===== config.mk =====
export PLATFORM = sky130hd
export DESIGN_NAME = shift_add_mult
export DESIGN_NICKNAME = d
export VERILOG_FILES = /design/src/rtl/shift_add_pkg.sv /design/src/rtl/cond_negate.sv /design/src/rtl/shift_add_mult.sv
export SDC_FILE = /design/constraint.sdc
export NUM_CORES = 1
export LEC_CHECK = 0
export ABC_AREA = 0
export CAP_MARGIN = 0
export CELL_PAD_IN_SITES_DETAIL_PLACEMENT = 1
export CELL_PAD_IN_SITES_GLOBAL_PLACEMENT = 2
export CORE_ASPECT_RATIO = 0.9
export CORE_UTILIZATION = 34
export DETAILED_ROUTE_END_ITERATION = 10
export GPL_ROUTABILITY_DRIVEN = 0
export PLACE_DENSITY = 0.79
export SLEW_MARGIN = 30
export SYNTH_ARGS = -nofsm -noshare
export SYNTH_HDL_FRONTEND = slang
export SYNTH_HIERARCHICAL = 1
export SYNTH_SLANG_ARGS = --single-unit
export TNS_END_PERCENT = 20

===== constraint.sdc =====
create_clock -name clk -period 1.92 [get_ports clk]
set_input_delay 0.384 -clock clk [delete_from_list [all_inputs] [get_ports clk]]
set_output_delay 0.384 -clock clk [all_outputs]
set_load 0.05 [all_outputs]

===== src/rtl/shift_add_pkg.sv =====
// ============================================================================
//  Module      : shift_add_pkg
//  Description : Shared state encoding and sizing helper for the sequential
//                shift-and-add multiplier.
//  Revision    : 1.0 - initial release
// ============================================================================
`default_nettype none

package shift_add_pkg;

    // Controller states; every 2-bit code is a legal state.
    typedef enum logic [1:0] {
        S_IDLE = 2'd0,
        S_CALC = 2'd1,
        S_FIX  = 2'd2,
        S_DONE = 2'd3
    } state_e;

    // Width of a counter that must hold the value n (counts n down to 1).
    function automatic int cnt_width(input int n);
        return $clog2(n + 1);
    endfunction

endpackage

`default_nettype wire


===== src/rtl/cond_negate.sv =====
// ============================================================================
//  Module      : cond_negate
//  Description : Combinational conditional two's-complement negation with
//                W-bit wraparound. Used for operand magnitudes and for the
//                final product sign correction.
//  Revision    : 1.0 - initial release
// ============================================================================
`default_nettype none

module cond_negate #(
    parameter int W = 4
) (
    input  logic         i_neg,
    input  logic [W-1:0] i_val,
    output logic [W-1:0] o_val
);

    localparam logic [W-1:0] C_ONE = {{(W-1){1'b0}}, 1'b1};

    // Invert-and-increment; -(2^(W-1)) maps onto itself, which read as an
    // unsigned value is exactly its magnitude.
    assign o_val = i_neg ? (~i_val + C_ONE) : i_val;

endmodule

`default_nettype wire


===== src/rtl/shift_add_mult.sv =====
// ============================================================================
//  Module      : shift_add_mult
//  Description : Parametrised sequential shift-and-add multiplier, one
//                multiplier bit per cycle, optional signed mode, Busy/Done
//                handshake and registered product.
//  Revision    : 1.0 - initial release
// ============================================================================
`default_nettype none

module shift_add_mult
    import shift_add_pkg::*;
#(
    parameter int N = 4,
    parameter int M = 4
) (
    input  logic             clk,
    input  logic             rst,
    input  logic             St,
    input  logic             Signed,
    input  logic [N-1:0]     Mplier,
    input  logic [M-1:0]     Mcand,
    output logic             Busy,
    output logic             Done,
    output logic [N+M-1:0]   Product
);

    localparam int CW = cnt_width(N);

    state_e             r_state_q,  r_state_d;
    logic [N+M:0]       r_acc_q,    r_acc_d;
    logic [M-1:0]       r_mcand_q,  r_mcand_d;
    logic               r_neg_q,    r_neg_d;
    logic [CW-1:0]      r_cnt_q,    r_cnt_d;
    logic [N+M-1:0]     r_prod_q,   r_prod_d;

    logic [N-1:0]       w_mplier_mag;
    logic [M-1:0]       w_mcand_mag;
    logic [N+M-1:0]     w_prod_fix;
    logic [M:0]         w_addend;
    logic [M:0]         w_sum;

    // Operand magnitudes; only taken in signed mode with the sign bit set.
    cond_negate #(.W(N)) u_abs_mplier (
        .i_neg (Signed & Mplier[N-1]),
        .i_val (Mplier),
        .o_val (w_mplier_mag)
    );

    cond_negate #(.W(M)) u_abs_mcand (
        .i_neg (Signed & Mcand[M-1]),
        .i_val (Mcand),
        .o_val (w_mcand_mag)
    );

    // Sign fix of the unsigned magnitude product; zero stays zero.
    cond_negate #(.W(N+M)) u_fix (
        .i_neg (r_neg_q),
        .i_val (r_acc_q[N+M-1:0]),
        .o_val (w_prod_fix)
    );

    // Upper half plus the gated multiplicand; the guard bit is always 0 here,
    // so the M+1-bit sum cannot overflow.
    assign w_addend = r_acc_q[0] ? {1'b0, r_mcand_q} : '0;
    assign w_sum    = r_acc_q[N+M:N] + w_addend;

    // Next-state and datapath update for the controller.
    always_comb begin
        r_state_d = r_state_q;
        r_acc_d   = r_acc_q;
        r_mcand_d = r_mcand_q;
        r_neg_d   = r_neg_q;
        r_cnt_d   = r_cnt_q;
        r_prod_d  = r_prod_q;
        case (r_state_q)
            S_IDLE: begin
                if (St) begin
                    r_acc_d   = {{(M+1){1'b0}}, w_mplier_mag};
                    r_mcand_d = w_mcand_mag;
                    r_neg_d   = Signed & (Mplier[N-1] ^ Mcand[M-1]);
                    r_cnt_d   = CW'(N);
                    r_state_d = S_CALC;
                end
            end
            S_CALC: begin
                r_acc_d = {1'b0, w_sum, r_acc_q[N-1:1]};
                r_cnt_d = r_cnt_q - 1'b1;
                if (r_cnt_q == CW'(1)) begin
                    r_state_d = S_FIX;
                end
            end
            S_FIX: begin
                r_prod_d  = w_prod_fix;
                r_state_d = S_DONE;
            end
            S_DONE: begin
                r_state_d = S_IDLE;
            end
            default: begin
                r_state_d = S_IDLE;
            end
        endcase
    end

    // State and datapath registers with synchronous reset (also aborts).
    always_ff @(posedge clk) begin
        if (rst) begin
            r_state_q <= S_IDLE;
            r_acc_q   <= '0;
            r_mcand_q <= '0;
            r_neg_q   <= 1'b0;
            r_cnt_q   <= '0;
            r_prod_q  <= '0;
        end else begin
            r_state_q <= r_state_d;
            r_acc_q   <= r_acc_d;
            r_mcand_q <= r_mcand_d;
            r_neg_q   <= r_neg_d;
            r_cnt_q   <= r_cnt_d;
            r_prod_q  <= r_prod_d;
        end
    end

    assign Busy    = (r_state_q == S_CALC) || (r_state_q == S_FIX) || (r_state_q == S_DONE);
    assign Done    = (r_state_q == S_DONE);
    assign Product = r_prod_q;

endmodule

`default_nettype wire


* Word-level counts from Yosys, hierarchy flattened
Cells that the tools add are included.
Storage, ports and cells: bits in registers 27, latch bits 0, memory bits (writable) 0, ROM bits 0, memories 0
Cells by class: add/sub/neg operators 5, multiply operators 0, div/mod/pow operators 0, order comparisons 0, equality and inequality tests 6, shift operators 0, mux-type cells 11, bitwise operators 7, reductions and logical operators 7
Operators by type and width (count):
- one-hot mux 9 bit (2 select lines) | 1
- two-way mux 4 bit | 3
- two-way mux 9 bit | 1
- adder 4 x 1 -> 4 bit, second input constant | 2
- adder 8 x 1 -> 8 bit, second input constant | 1
- two-way mux 8 bit | 1
- inverter 4 bit | 2
- inverter 8 bit | 1
- one-hot mux 2 bit (4 select lines) | 1
- one-hot mux 3 bit (2 select lines) | 1
- AND reduction 2 bit | 3
- adder 5 x 4 -> 5 bit | 1
- equality test 2 bit, second input constant | 2
- two-way mux 2 bit | 2
- != test 2 bit, second input constant | 2
- bitwise AND 1 bit | 3
- equality test 3 x 1 -> 1 bit, second input constant | 1
- two-way mux 3 bit | 1
- subtractor 3 x 1 -> 3 bit, second input constant | 1
- equality test 2 x 1 -> 1 bit, second input constant | 1
- logical NOT 2 bit | 1
- logical OR 1 bit | 2
- nonzero test 2 bit | 1
- XOR 1 bit | 1

* Depth between registers and ports, before layout
Gate-level depths: netlist of the first run.
depth in word-level cells 5, gate-level depth with buffers 8, mapped depth without buffers 8

* Cells and area by module
Netlist of the first run, hierarchy kept.
Modules (own cells, without submodules):
- shift_add_mult | instances 1, cells each 140, area an instance 1371.3 µm², seq. area each 520.5 µm²
- cond_negate (u_fix) | instances 1, cells each 21, area an instance 171.4 µm², seq. area each 0.0 µm²
- cond_negate (u_abs_mcand ...) | instances 2, cells each 10, area an instance 72.6 µm², seq. area each 0.0 µm²

* Worst setup path after synthesis of the first run
OpenSTA, ideal clock, no wires.
kind reg-to-reg, from register r_acc_q[0], to register r_acc_q[5], arrival time 1.597 ns, slack 0.258 ns, cell stages (with the launch flop) 8, buffers on the path 0, clock period less this slack 1.662 ns, cell sequence dfxtp_1 > and2_1 > ha_1 > inv_1 > fa_1 > nor2b_1 > o32a_1 > nor2_1
Between the ends: longest elaborated chain between the ends 3
Ends and longest elaborated chain:
- start: declaration | RTL line shift_add_mult.sv:30 | logic [N+M:0] r_acc_q, r_acc_d;
- start signal: assignment | RTL line shift_add_mult.sv:116 | r_acc_q <= r_acc_d;
- two-way mux 4 bit | RTL line shift_add_mult.sv:64 | assign w_addend = r_acc_q[0] ? {1'b0, r_mcand_q} : '0;
- adder 5 x 4 -> 5 bit | RTL line shift_add_mult.sv:65 | assign w_sum = r_acc_q[N+M:N] + w_addend;
- one-hot mux 9 bit (2 select lines) | RTL line shift_add_mult.sv:75 | case (r_state_q)
Every way passes these cells. A chain may end at the register's enable or synchronous reset.

* Worst setup path after layout of the first run
from register r_prod_q[3], in the netlist Product[3], to output Product[3]
RTL lines:
- start: declaration | RTL line shift_add_mult.sv:34 | logic [N+M-1:0] r_prod_q, r_prod_d;
- start signal: assignment | RTL line shift_add_mult.sv:120 | r_prod_q <= r_prod_d;
- end: declaration | RTL line shift_add_mult.sv:24 | output logic [N+M-1:0] Product
No word-level cell between the ends.

==> results.sh, run 1 <==
export IMPL_critPathArrivalTime_ps=1420
export IMPL_rows=23
export IMPL_grt_max_degree=27
export IMPL_drtAntennaViolNets=0
export IMPL_synth_main_ff_cell="dfxtp_1"
export IMPL_status="finished clean"
export IMPL_die_x_um=76.3
export IMPL_synthArstFlopShare_pct=0
export IMPL_synth_common_cells="dfxtp_1 (26), nor2_1 (15), ha_1 (14), inv_1 (14)"
export IMPL_grt_pass1_vias=1338
export IMPL_cts_hold_buffers=0
export IMPL_fin_crit_sh_pct=94.2
export IMPL_syn_cell_area_sq_um=1690
export IMPL_fin_nets=230
export IMPL_synth_top_area_share_pct=30.8
export IMPL_start_util_pct=36.7
export IMPL_seq_area_frac_synth_pct=30.8
export IMPL_max_stage_delay_ps=800
export IMPL_cts_buffers=3
export IMPL_fin_skew_ps=1.81
export IMPL_rsz0062_at_grt="no"
export IMPL_drc=0
export IMPL_drtPass1Iterations=4
export IMPL_synth_fp_nets=208
export IMPL_core_area_sq_um=4600
export IMPL_required_ps=1540
export IMPL_p_per_area_nw_per_um2=1240
export IMPL_synth_distinct_cells=39
export IMPL_worstMarginPinSlew_ps=691
export IMPL_clkLatencyLatePin_ps=270
export IMPL_cts_tree="built"
export IMPL_area_delta_synth_final_pct=18.5
export IMPL_path_cells="clkdlybuf4s50_1"
export IMPL_yosysMostFrequentCell="dfxtp_1"
export IMPL_avgSynthCellArea_sq_um=9.33
export IMPL_ios=22
export IMPL_slew_headroom_pct=53.4
export IMPL_post_drt_via_cell_ratio=4.91
export IMPL_grt_usage_pct=15.4
export IMPL_placedCellCount=260
export IMPL_fmax_mhz=553
export IMPL_clockRootBuffer="clkbuf_8"
export IMPL_slew_violations=0
export IMPL_synth_area_leaders="dfxtp_1 (31%), ha_1 (10%), mux2i_1 (7.7%)"
export IMPL_start_kind="register"
export IMPL_cpMaxStageDelayCell="clkdlybuf4s50_1"
export IMPL_antenna_found_initial=0
export IMPL_dp_hpwl_mm=2.99
export IMPL_grt_pass1_wl_mm=6.26
export IMPL_clock_path_buffers=2
export IMPL_io_buffer_count=21
export IMPL_hold_path_class="reg -> reg"
export IMPL_cpLargestDelayFamily="buffers and inverters"
export IMPL_wl_per_cell_um=13.8
export IMPL_drive_above_1_share_pct=17.3
export IMPL_synth_edf_count=0
export IMPL_grt_overflow=0
export IMPL_stdcell_count=264
export IMPL_end_kind="primary output"
export IMPL_htree_levels=1
export IMPL_hold_violations=0
export IMPL_p_leak_nw=0.793
export IMPL_placed_cell_area_sq_um=1940
export IMPL_setup_violations_final=0
export IMPL_path_class="reg -> out"
export IMPL_final_area_sq_um=2000
export IMPL_crit_path_max_fanout=2
export IMPL_peakVddDrop_mv=0.992
export IMPL_hold_ws_ps=458
export IMPL_period_needed_ps=1810
export IMPL_num_vias=1297
export IMPL_synth_warning_count=6
export IMPL_clk_pin_slew_ps=90
export IMPL_synth_top_cell_by_area="dfxtp_1"
export IMPL_path_buf_inv=1
export IMPL_drt_iter0_drc=36
export IMPL_max_cap_violations=0
export IMPL_diodes=0
export IMPL_synth_seq_cells=26
export IMPL_clkSinkCount=26
export IMPL_synth_cells=181
export IMPL_die_area_sq_um=5250
export IMPL_setup_tns_ps=0
export IMPL_die_h_um=68.8
export IMPL_drt_wl_total_mm=3.64
==> metrics by stage <==
step | utilization [%] | worst slack (ps) | power (W)
after floorplan | - | 258 | 0.00187
after CTS | 43.4 | 71.6 | 0.00251
final | 43.5 | 111 | 0.00248
after global routing | 43.5 | 45.1 | 0.00266
after global placement | 42.2 | 144 | 0.00206
after detailed placement | 42.2 | 33.4 | 0.00214
==> where the power goes <==
group | total, W | leakage, nW | switching (W) | internal, W
sequential | 0.000775 | 0.212 | 0.000122 | 0.000653
combinational | 0.00134 | 0.552 | 0.000754 | 0.000589
clock | 0.000365 | 0.0288 | 0.000182 | 0.000184
total | 0.00248 | 0.793 | 0.00106 | 0.00143
==> state kept, by name, summed over array words and instances (netlist names) <==
name and cells:
r_mcand_q 4, r_state_q 2, Product 8, r_neg_q 1, r_cnt_q 3, r_acc_q 8
==> layout make-up <==
cell class	instances	area (sq um)
clock buffers	4	55.1
fillers	548	2600
inverters	14	52.6
multi-input cells	131	1030
flip-flops and latches	26	522
well taps	62	77.6
repair buffers	27	263
==> cell families after synthesis <==
group / synth area share, %
simple gates: 17.9
compound gates: 17.3
flops: 30.8
buf+inv: 8.23
fa+ha+maj: 11.6
mux: 8.38
xor+xnor: 5.71
==> worst paths after layout <==
path | start | slack, ps | end | depth (start not counted)
setup reg to reg | r_acc_q[0] | 140 | r_acc_q[7] | 8
hold reg to reg | r_mcand_q[2] | 460 | r_mcand_q[2] | 2
setup / recovery | Product[3] | 110 | Product[3] | 1
hold / removal | r_mcand_q[2] | 460 | r_mcand_q[2] | 2
==> placed cells by master (no fill, tap or decap), drive strengths merged, types with 6 or more instances in the layout <==
master / netlist / final
a211oi: 6 / 6
a21oi: 9 / 9
buf: 5 / 8
clkdlybuf4s50: 0 / 19
dfxtp: 26 / 26
ha: 14 / 14
inv: 14 / 14
mux2i: 13 / 13
nand2: 14 / 14
nand2b: 6 / 6
nand3: 6 / 6
nor2: 20 / 20
o21ai: 7 / 7
xnor2: 10 / 10
==> per-layer routing <==
| layer | vias to the layer above | share of wire (%) | GRT usage (%) | wire [um] |
|---|---|---|---|---|
| met3 | 4 | 2.3 | 1.18 | 83 |
| met2 | 23 | 52 | 30.6 | 1910 |
| li1 | 646 | - | - | - |
| met1 | 624 | 44 | 17.5 | 1600 |
| met5 | - | 0 | 0 | 0 |
| met4 | 0 | 1.3 | 5.77 | 46 |
==> timing repair <==
| action | CTS | global route |
|---|---|---|
| endpoints found under the setup margin | 1 | 1 |
| resized for setup | 1 | 1 |
| setup buffers | 0 | 0 |
No activity file was read; power rests on OpenSTA's default activity.
==> run 2: changes to the inputs <==
--- a/config.mk
+++ b/config.mk
@@ -10,10 +10,11 @@
 export CELL_PAD_IN_SITES_DETAIL_PLACEMENT = 1
 export CELL_PAD_IN_SITES_GLOBAL_PLACEMENT = 2
 export CORE_ASPECT_RATIO = 0.9
-export CORE_UTILIZATION = 34
+export CORE_UTILIZATION = 35
+export CTS_BUF_LIST = sky130_fd_sc_hd__clkbuf_4
 export DETAILED_ROUTE_END_ITERATION = 10
 export GPL_ROUTABILITY_DRIVEN = 0
-export PLACE_DENSITY = 0.79
+export PLACE_DENSITY = 0.81
 export SLEW_MARGIN = 30
 export SYNTH_ARGS = -nofsm -noshare
 export SYNTH_HDL_FRONTEND = slang
==> run 2 against run 1 <==
Net effect:
- combinational power about the same
- routed wire length decreased by 0.41%
- non-clock buffer count decreased by 1
- flip-flop and latch count unchanged
- cell area decreased by 0.69%
- power decreased by 4.5%
- final cell count decreased by 0.38%
- sequential power increased by 0.6%
- clock-buffer cell count decreased by 1
- hold slack improved by 13 ps
- critical endpoint is now Product[0]
- largest cell class unchanged
- largest power group unchanged
==> results.sh, run 2 (synthesized netlist as in run 1, its figures left out) <==
export IMPL_rsz0062_at_grt="no"
export IMPL_reg2reg_to="r_acc_q[5]"
export IMPL_start_kind="register"
export IMPL_drt_iter0_drc=29
export IMPL_drive_above_1_share_pct=16.4
export IMPL_hp_start="r_mcand_q[3]"
export IMPL_placed_cell_area_sq_um=1930
export IMPL_grt_overflow=0
export IMPL_required_ps=1540
export IMPL_peakVddDrop_mv=0.900
export IMPL_fin_crit_sh_pct=97.1
export IMPL_die_x_um=75.2
export IMPL_clock_path_buffers=2
export IMPL_post_cts_setup_buffers=0
export IMPL_rows=23
export IMPL_final_area_sq_um=1990
export IMPL_final_common_cell="dfxtp_1"
export IMPL_hold_ws_ps=470
export IMPL_ff2ff_setup_slack_ps=150
export IMPL_slew_violations=0
export IMPL_clkLatencyLatePin_ps=320
export IMPL_drt_wl_total_mm=3.63
export IMPL_drtPass1Iterations=3
export IMPL_p_per_area_nw_per_um2=1190
export IMPL_drtAntennaViolNets=0
export IMPL_setup_tns_ps=0
export IMPL_fin_skew_ps=2.44
export IMPL_htree_levels=1
export IMPL_max_stage_delay_ps=800
export IMPL_dp_hpwl_mm=2.95
export IMPL_die_h_um=67.9
export IMPL_worstRegToRegCells=7
export IMPL_clkSinkCount=26
export IMPL_crit_cells=1
export IMPL_max_cap_violations=0
export IMPL_period_needed_ps=1860
export IMPL_clk_pin_slew_ps=140
export IMPL_cts_buffers=3
export IMPL_drc=0
export IMPL_clockRootBuffer="clkbuf_4"
export IMPL_ios=22
export IMPL_core_area_sq_um=4550
export IMPL_num_fill_cells=554
export IMPL_fin_nets=229
export IMPL_ctsResizeCount=1
export IMPL_io_buffer_count=21
export IMPL_slew_headroom_pct=64.2
export IMPL_area_delta_synth_final_pct=17.7
export IMPL_grt_max_degree=27
export IMPL_cts_hold_buffers=0
export IMPL_num_vias=1296
export IMPL_path_cells="clkdlybuf4s50_1"
export IMPL_critPathArrivalTime_ps=1480
export IMPL_reg2reg_from="r_acc_q[0]"
export IMPL_wl_per_cell_um=13.8
export IMPL_whs_endpoint="r_mcand_q[3]"
export IMPL_antenna_found_initial=0
export IMPL_mostFrequentLayoutCells="dfxtp_1 (25), nor2_1 (15), inv_1 (14), clkdlybuf4s50_1 (14)"
export IMPL_cpMaxStageDelayCell="clkdlybuf4s50_1"
export IMPL_cts_tree="built"
export IMPL_p_leak_nw=0.870
export IMPL_die_area_sq_um=5100
export IMPL_hold_violations=0
export IMPL_crit_path_max_fanout=2
export IMPL_status="finished clean"
export IMPL_start_util_pct=37.1
export IMPL_path_class="reg -> out"
export IMPL_whs_path_depth=2
export IMPL_post_drt_via_cell_ratio=4.93
export IMPL_path_buf_inv=1
export IMPL_diodes=0
export IMPL_fmax_mhz=536
export IMPL_setup_violations_final=0
export IMPL_end_kind="primary output"
export IMPL_grt_pass1_wl_mm=6.18
export IMPL_cpLargestDelayFamily="buffers and inverters"
export IMPL_grt_usage_pct=16.3
export IMPL_hold_path_class="reg -> reg"
export IMPL_worstMarginPinSlew_ps=531
export IMPL_grt_pass1_vias=1365
run 2: changes by cell type in the layout (fill, tap and decap cells not counted), sizes merged:
cell / change
clkdlybuf4s50: -5
dlymetal6s2s: +5
buf: -1
clkbuf: -1
clkinv: +1
run 2: worst max-delay path by stage:
stage | from | endpoint | slack, ps
floorplan | r_acc_q[0] | r_acc_q[5] | 260
finish | Product[0] | Product[0] | 60
global placement | Mplier[0] | r_acc_q[2] | 150
CTS | Product[3] | Product[3] | 10
detailed placement | Mplier[0] | r_acc_q[2] | 70
global route | Product[7] | Product[7] | 4
run 2: per-layer routing:
metal	wire length (um)	vias up	GRT usage [%]
met5	0	-	0
met4	52	0	6.02
met3	99	4	2.21
met2	1940	22	31.0
met1	1530	623	18.4
li1	-	647	-
run 2: per-stage QoR:
step                setup slack, ps  total power [W]  utilization (%)  std cells
finish                         55.4          0.00237             43.7        263
global route                   3.51          0.00254             43.7        263
CTS                            10.0          0.00238             43.2        263
detailed placement             73.0          0.00213             42.5        259
global placement                145          0.00204             42.5        259
floorplan                       258          0.00187                -        181
run 2: layout make-up:
type / count / area (sq um) / area share, %
clock buffers: 3 / 22.5 / 1.13
clock inverters: 1 / 3.75 / 0.189
inverters: 14 / 52.6 / 2.64
multi-input cells: 131 / 1040 / 52.4
flip-flops and latches: 26 / 522 / 26.3
well taps: 62 / 77.6 / 3.90
repair buffers: 26 / 268 / 13.5
run 2: report_power, final:
part           total (W)  switching, W  internal, W  leakage (nW)
clock           0.000240      0.000163    0.0000763        0.0154
sequential      0.000780      0.000127     0.000653         0.212
combinational    0.00135      0.000751     0.000601         0.642
